## src/rtl/fetch_unit.sv

```systemverilog
// RV32I instruction-fetch stage: PC register, zero-latency imem access, BHT/BTB next-PC prediction.
// Build option: define FETCH_BPRED_EN to include the BHT/BTB predictor; otherwise fetch is always sequential.
module fetch_unit #(
  parameter int        PC_W     = 13,
  parameter int        IDX_W    = 6,
  parameter logic [12:0] START_PC = 13'd0
) (
  input  logic            CLK,
  input  logic            NRST,
  input  logic            stall,
  input  logic            fail,
  input  logic [PC_W-1:0] nextpc,
  output logic [PC_W-1:0] imem_addr,
  input  logic [31:0]     imem_rdata,
  output logic [PC_W-1:0] pcF,
  output logic [31:0]     instF,
  output logic [1:0]      stateF,
  input  logic            upd_en,
  input  logic [PC_W-1:0] upd_pc,
  input  logic [1:0]      upd_state,
  input  logic            upd_taken,
  input  logic [PC_W-1:0] upd_target
);

  logic [PC_W-1:0] pc_q;
  logic [PC_W-1:0] pc_d;
  logic [PC_W-1:0] pc_inc_s;
  logic [PC_W-1:0] pred_s;

  // Saturating 2-bit counter step, computed from the state carried with the branch
  function automatic logic [1:0] ctr_step(input logic [1:0] st, input logic taken);
    logic [1:0] r;
    if (taken) begin
      r = (st == 2'b11) ? 2'b11 : st + 2'b01;
    end else begin
      r = (st == 2'b00) ? 2'b00 : st - 2'b01;
    end
    return r;
  endfunction

  assign pc_inc_s  = pc_q + PC_W'(1);
  assign imem_addr = pc_q;
  assign pcF       = pc_q;
  assign instF     = imem_rdata;

`ifdef FETCH_BPRED_EN
  localparam int N_ENT = 1 << IDX_W;
  localparam int TAG_W = PC_W - IDX_W;

  logic [1:0]       bht_q     [N_ENT];
  logic             btb_v_q   [N_ENT];
  logic [TAG_W-1:0] btb_tag_q [N_ENT];
  logic [PC_W-1:0]  btb_tgt_q [N_ENT];
  logic [IDX_W-1:0] idx_s;
  logic [IDX_W-1:0] upd_idx_s;
  logic             hit_s;

  assign idx_s     = pc_q[IDX_W-1:0];
  assign upd_idx_s = upd_pc[IDX_W-1:0];
  assign stateF    = bht_q[idx_s];
  assign hit_s     = btb_v_q[idx_s] && (btb_tag_q[idx_s] == pc_q[PC_W-1:IDX_W]);
  assign pred_s    = (bht_q[idx_s][1] && hit_s) ? btb_tgt_q[idx_s] : pc_inc_s;

  // Predictor tables; tag/target need no reset because valid gates every use
  always_ff @(posedge CLK) begin
    if (!NRST) begin
      for (int i = 0; i < N_ENT; i++) begin
        bht_q[i]   <= 2'b01;
        btb_v_q[i] <= 1'b0;
      end
    end else if (upd_en) begin
      bht_q[upd_idx_s] <= ctr_step(upd_state, upd_taken);
      if (upd_taken) begin
        btb_v_q[upd_idx_s]   <= 1'b1;
        btb_tag_q[upd_idx_s] <= upd_pc[PC_W-1:IDX_W];
        btb_tgt_q[upd_idx_s] <= upd_target;
      end
    end
  end
`else
  logic             unused_upd_s;
  logic [IDX_W-1:0] unused_idx_s;

  assign stateF       = 2'b00;
  assign pred_s       = pc_inc_s;
  assign unused_upd_s = ^{upd_en, upd_pc, upd_state, upd_taken, upd_target, ctr_step(2'b00, 1'b0)};
  assign unused_idx_s = pc_q[IDX_W-1:0];
`endif

  // Next-PC select: a redirect always wins over stall so it is never lost
  always_comb begin
    pc_d = pred_s;
    if (fail) begin
      pc_d = nextpc;
    end else if (stall) begin
      pc_d = pc_q;
    end else begin
      pc_d = pred_s;
    end
  end

  // Program counter register
  always_ff @(posedge CLK) begin
    if (!NRST) begin
      pc_q <= START_PC[PC_W-1:0];
    end else begin
      pc_q <= pc_d;
    end
  end

endmodule

```

## config.mk

```make
export PLATFORM = sky130hd
export DESIGN_NAME = fetch_unit
export DESIGN_NICKNAME = d
export VERILOG_FILES = /design/src/rtl/fetch_unit.sv
export SDC_FILE = /design/constraint.sdc
export NUM_CORES = 1
export LEC_CHECK = 0
export CORE_MARGIN = 10
export CORE_UTILIZATION = 23
export CTS_CLUSTER_SIZE = 20
export DETAILED_ROUTE_END_ITERATION = 8
export GPL_TIMING_DRIVEN = 0
export HOLD_SLACK_MARGIN = 0.05
export PLACE_DENSITY = 0.76
export SLEW_MARGIN = 5
export SYNTH_ARGS = -nofsm -noshare
export SYNTH_HDL_FRONTEND = slang
export SYNTH_SLANG_ARGS = --single-unit
```

## constraint.sdc

```tcl
create_clock -name CLK -period 1.29 [get_ports CLK]
set_input_delay 0.258 -clock CLK [delete_from_list [all_inputs] [get_ports CLK]]
set_output_delay 0.258 -clock CLK [all_outputs]
set_load 0.02 [all_outputs]
```

## Word level (Yosys, flattened, before mapping)

Index checks and enable logic that the tools add are counted.

- $add $sub $neg: 1
- Equal/unequal tests: 1
- Mux-type cells: 2

Operators by type and width:

| cell | count |
|---|---|
| 2-to-1 mux 13 bit | 2 |
| adder 13 x 1 -> 13 bit, second input constant | 1 |
| inequality test 2 x 1 -> 1 bit, second input constant | 1 |

- Register bits after elaboration: 13
- Output and inout bits: 60
- Logic and storage cells: 5

## Longest topological paths before layout

- Depth in word-level cells: 3
- Gate-level depth with buffers: 5
- Depth with buffers taken out: 4

## Least setup slack after synthesis

OpenSTA, ideal clock, no wires.

- Path kind: register to register
- Start point: register pc_q[2], in the netlist imem_addr[2]
- End point: register pc_q[9], in the netlist imem_addr[9]
- Arrival: 1,483 ps
- Data required time: 1,216 ps
- Setup slack: -268 ps
- Cell stages (with the launch flop): 5
- Period minus slack after synthesis: 1,558 ps
- Cells stage by stage: dfxtp_1 nand4_2 buf_6 or4_1 a31oi_1

- Longest elaborated chain between the ends: 3

Ends and longest elaborated chain:

| element | line | RTL |
|---|---|---|
| start, declared | 25 | `logic [PC_W-1:0] pc_q;` |
| start signal, assigned | 105 | `pc_q <= START_PC[PC_W-1:0];` |
| start signal, assigned | 107 | `pc_q <= pc_d;` |
| adder 13 x 1 -> 13 bit | 41 | `assign pc_inc_s = pc_q + PC_W'(1);` |
| 2-to-1 mux 13 bit | 95 | `end else if (stall) begin` |
| 2-to-1 mux 13 bit | 93 | `if (fail) begin` |

No other way between the ends. The select of a mux whose other input is x is not followed.
A chain may end at the register's enable or synchronous reset.

## Worst setup path after layout

- Start point: register pc_q[0], in the netlist imem_addr[0]
- End point: register pc_q[12], in the netlist imem_addr[12]

The elaborated chain is that of the path after synthesis.

==> impl_metrics.json <==
{
  "status": "finished with violations",
  "violations": "setup timing",
  "antenna_found_initial": 0,
  "synth.cell_area_um2": 1110,
  "fmax_mhz": 701,
  "synth_cells": 136,
  "top_layer": "met4",
  "cts.path.max_buffers": 2,
  "ios": 139,
  "syn_to_final_growth_pct": 93.8,
  "r2r_cells": 5,
  "reg2reg_to": "imem_addr[12]$_SDFFE_PN0P_",
  "die_h_um": 89.5,
  "dp_hpwl_um": 3330,
  "drc": 0,
  "hold_path_end": "imem_addr[2]$_SDFFE_PN0P_",
  "final_cell_mix": "buf_4, clkdlybuf4s50_1, dlygate4sd2_1, o21ai_0, dfxtp_4",
  "crit_path_max_fanout": 3,
  "worstSetupPathType": "reg2reg",
  "grt_max_degree": 11,
  "power-per-cell-area_nw_per_um2": 684,
  "die_w_um": 89.5,
  "place.gp.congestion": 0.746,
  "nFillCells": 466,
  "diodes": 0,
  "first_global_vias": 1284,
  "fin_util": 0.458,
  "stdcell_count": 282,
  "critPathSlowestCell": "or4_1",
  "wl_met3_um": 698,
  "hold_violations": 0,
  "worstHoldPathCells": 2,
  "start_kind": "flip-flop",
  "wl_met2_um": 1970,
  "cts_max_level": 1,
  "final_max_slew_viol_count": 0,
  "drt-initial-drc-count": 38,
  "placementRows": 25,
  "maxCapViolCount": 0,
  "grt_overflow_total": 0,
  "insertion_delay_ns": 0.24,
  "synth_top_area_frac": 0.318,
  "largest_register_ffs": 13,
  "grt_pass1_wl_um": 5730,
  "ys_seq_area_frac": 0.234,
  "cts_buffers": 3,
  "min_path_type": "in2reg",
  "peakVddDrop_uv": 345,
  "track_usage": 0.0915,
  "setup.worst_path.end_class": "flip-flop",
  "die_area_um2": 8000,
  "cts_hold_buf": 0,
  "worst_slack_ns": -0.136,
  "ys_warn_count": 0,
  "crit_chain": "buf_12, ha_4, nand3b_1, or4_1, and3_1",
  "drive_gt1_frac": 0.434,
  "wire_per_inst_um": 14.5,
  "max_stage_delay_ns": 0.47,
  "tns_ns": -0.576,
  "final_common_cell": "buf_4",
  "nets": 309,
  "cts_tree": "done",
  "period_minus_slack_ns": 1.43,
  "dp_slack_ns": -0.649,
  "crit_required_ns": 1.42,
  "finalPower_mw": 1.47,
  "drtAntennaViolNets": 0,
  "finalSetupViolCount": 8,
  "viasPerCell": 4.49,
  "vias": 1266,
  "synth_top_area_cell": "buf_4",
  "finalCritPeriodShare": 1.11,
  "holdWs_ns": 0.523,
  "rsz0062_at_grt": "true",
  "rr_startpoint": "imem_addr[0]$_SDFFE_PN0P_",
  "dpl-instance-area_um2": 1990,
  "synth_top_cells_by_area": "buf_4, dfxtp_1, o21ai_0",
  "r2r_slack_ns": -0.14,
  "synth-seq-cells": 13,
  "port_buffers": 74,
  "wl_met1_um": 1410,
  "p_leak_nw": 0.980,
  "dr.pass1.iters": 4,
  "clock-sinks": 13,
  "clk_pin_slew_worst_paths_ns": 0.05,
  "place_inst": 265,
  "initial_core_util": 0.237,
  "wl_um": 4080,
  "worstPathArrival_ns": 1.56,
  "avgSynthCellArea_um2": 8.16,
  "core_area_um2": 4690,
  "clock-root-buffer": "clkbuf_8",
  "final_cell_area_um2": 2150,
  "skew_ns": 0.00188,
  "min-delay-start": "NRST",
  "synth_cell_types": 32
}
==> report_power, final <==
| group | switching, mW | leakage (nW) | internal [mW] |
|---|---|---|---|
| Sequential | 0.0461 | 0.115 | 0.427 |
| Combinational | 0.280 | 0.842 | 0.360 |
| Clock | 0.140 | 0.0228 | 0.218 |
==> worst max-delay path: cells and delay by family (launching register included) <==
kind | cells | cell delay, ns
buffers and inverters | 1 | 0.10
adders and majority gates | 1 | 0.11
DFF | 1 | 0.37
and+or+nand+nor | 3 | 0.73
==> layout make-up <==
| type | count | area (um^2) | area share |
|---|---|---|---|
| multi-input combinational | 69 | 502 | 0.233 |
| inverter | 4 | 15.0 | 0.00698 |
| buffer | 51 | 403 | 0.187 |
| clock buffer | 4 | 45.0 | 0.0209 |
| sequential | 13 | 304 | 0.141 |
| timing repair buffer | 87 | 815 | 0.379 |
| tap | 54 | 67.6 | 0.0314 |
==> synth_stat cells <==
library cell	instances
buf_4	47
or3_1	3
clkbuf_1	2
buf_6	1
inv_1	4
conb_1	1
mux2i_1	2
nand3_1	2
xnor2_1	2
a2111oi_0	3
nand3b_2	1
nor3_1	2
and4b_1	1
nor2b_1	2
dfxtp_1	13
nand4_1	1
nand3b_1	3
and3_1	2
o31ai_1	4
nor2_1	4
nand4_2	1
and3b_1	1
buf_2	1
o211a_1	1
or4_1	6
mux2_2	1
nand2b_1	2
a31oi_1	7
o21ai_0	12
ha_1	1
nand2_1	2
a211oi_1	1
==> worst max path at each step <==
stage | startpoint | to | slack, ns | cells past startpoint
after CTS | imem_addr[0]$_SDFFE_PN0P_ | imem_addr[10]$_SDFFE_PN0P_ | -0.14 | 6
after global routing | imem_addr[0]$_SDFFE_PN0P_ | imem_addr[12]$_SDFFE_PN0P_ | -0.18 | 5
final | imem_addr[0]$_SDFFE_PN0P_ | imem_addr[12]$_SDFFE_PN0P_ | -0.14 | 5
after floorplan | imem_addr[0]$_SDFFE_PN0P_ | imem_addr[8]$_SDFFE_PN0P_ | -0.05 | 5
after detailed placement | stall | imem_addr[11]$_SDFFE_PN0P_ | -0.65 | 4
after global placement | stall | imem_addr[11]$_SDFFE_PN0P_ | -0.64 | 4
==> metal layers <==
| layer | vias to the layer above | track usage |
|---|---|---|
| met4 | 0 | 0.0130 |
| met3 | 2 | 0.0702 |
| met2 | 76 | 0.156 |
| met5 | - | 0 |
| met1 | 563 | 0.0875 |
| li1 | 625 | - |
==> cell families after synthesis <==
kind of cell | share of synthesized area
xor+xnor | 0.0158
compound gates | 0.160
fa+ha+maj | 0.0113
flops | 0.234
buf+inv | 0.353
other cells | 0.00338
mux | 0.0282
simple gates | 0.194
==> what timing repair did <==
item	in CTS	in global routing
cloned	0	1
resized for setup	58	17
setup buffers	7	5
setup endpoints to repair	38	21
pin swaps	7	2
Power figures use the tool's default switching activity.
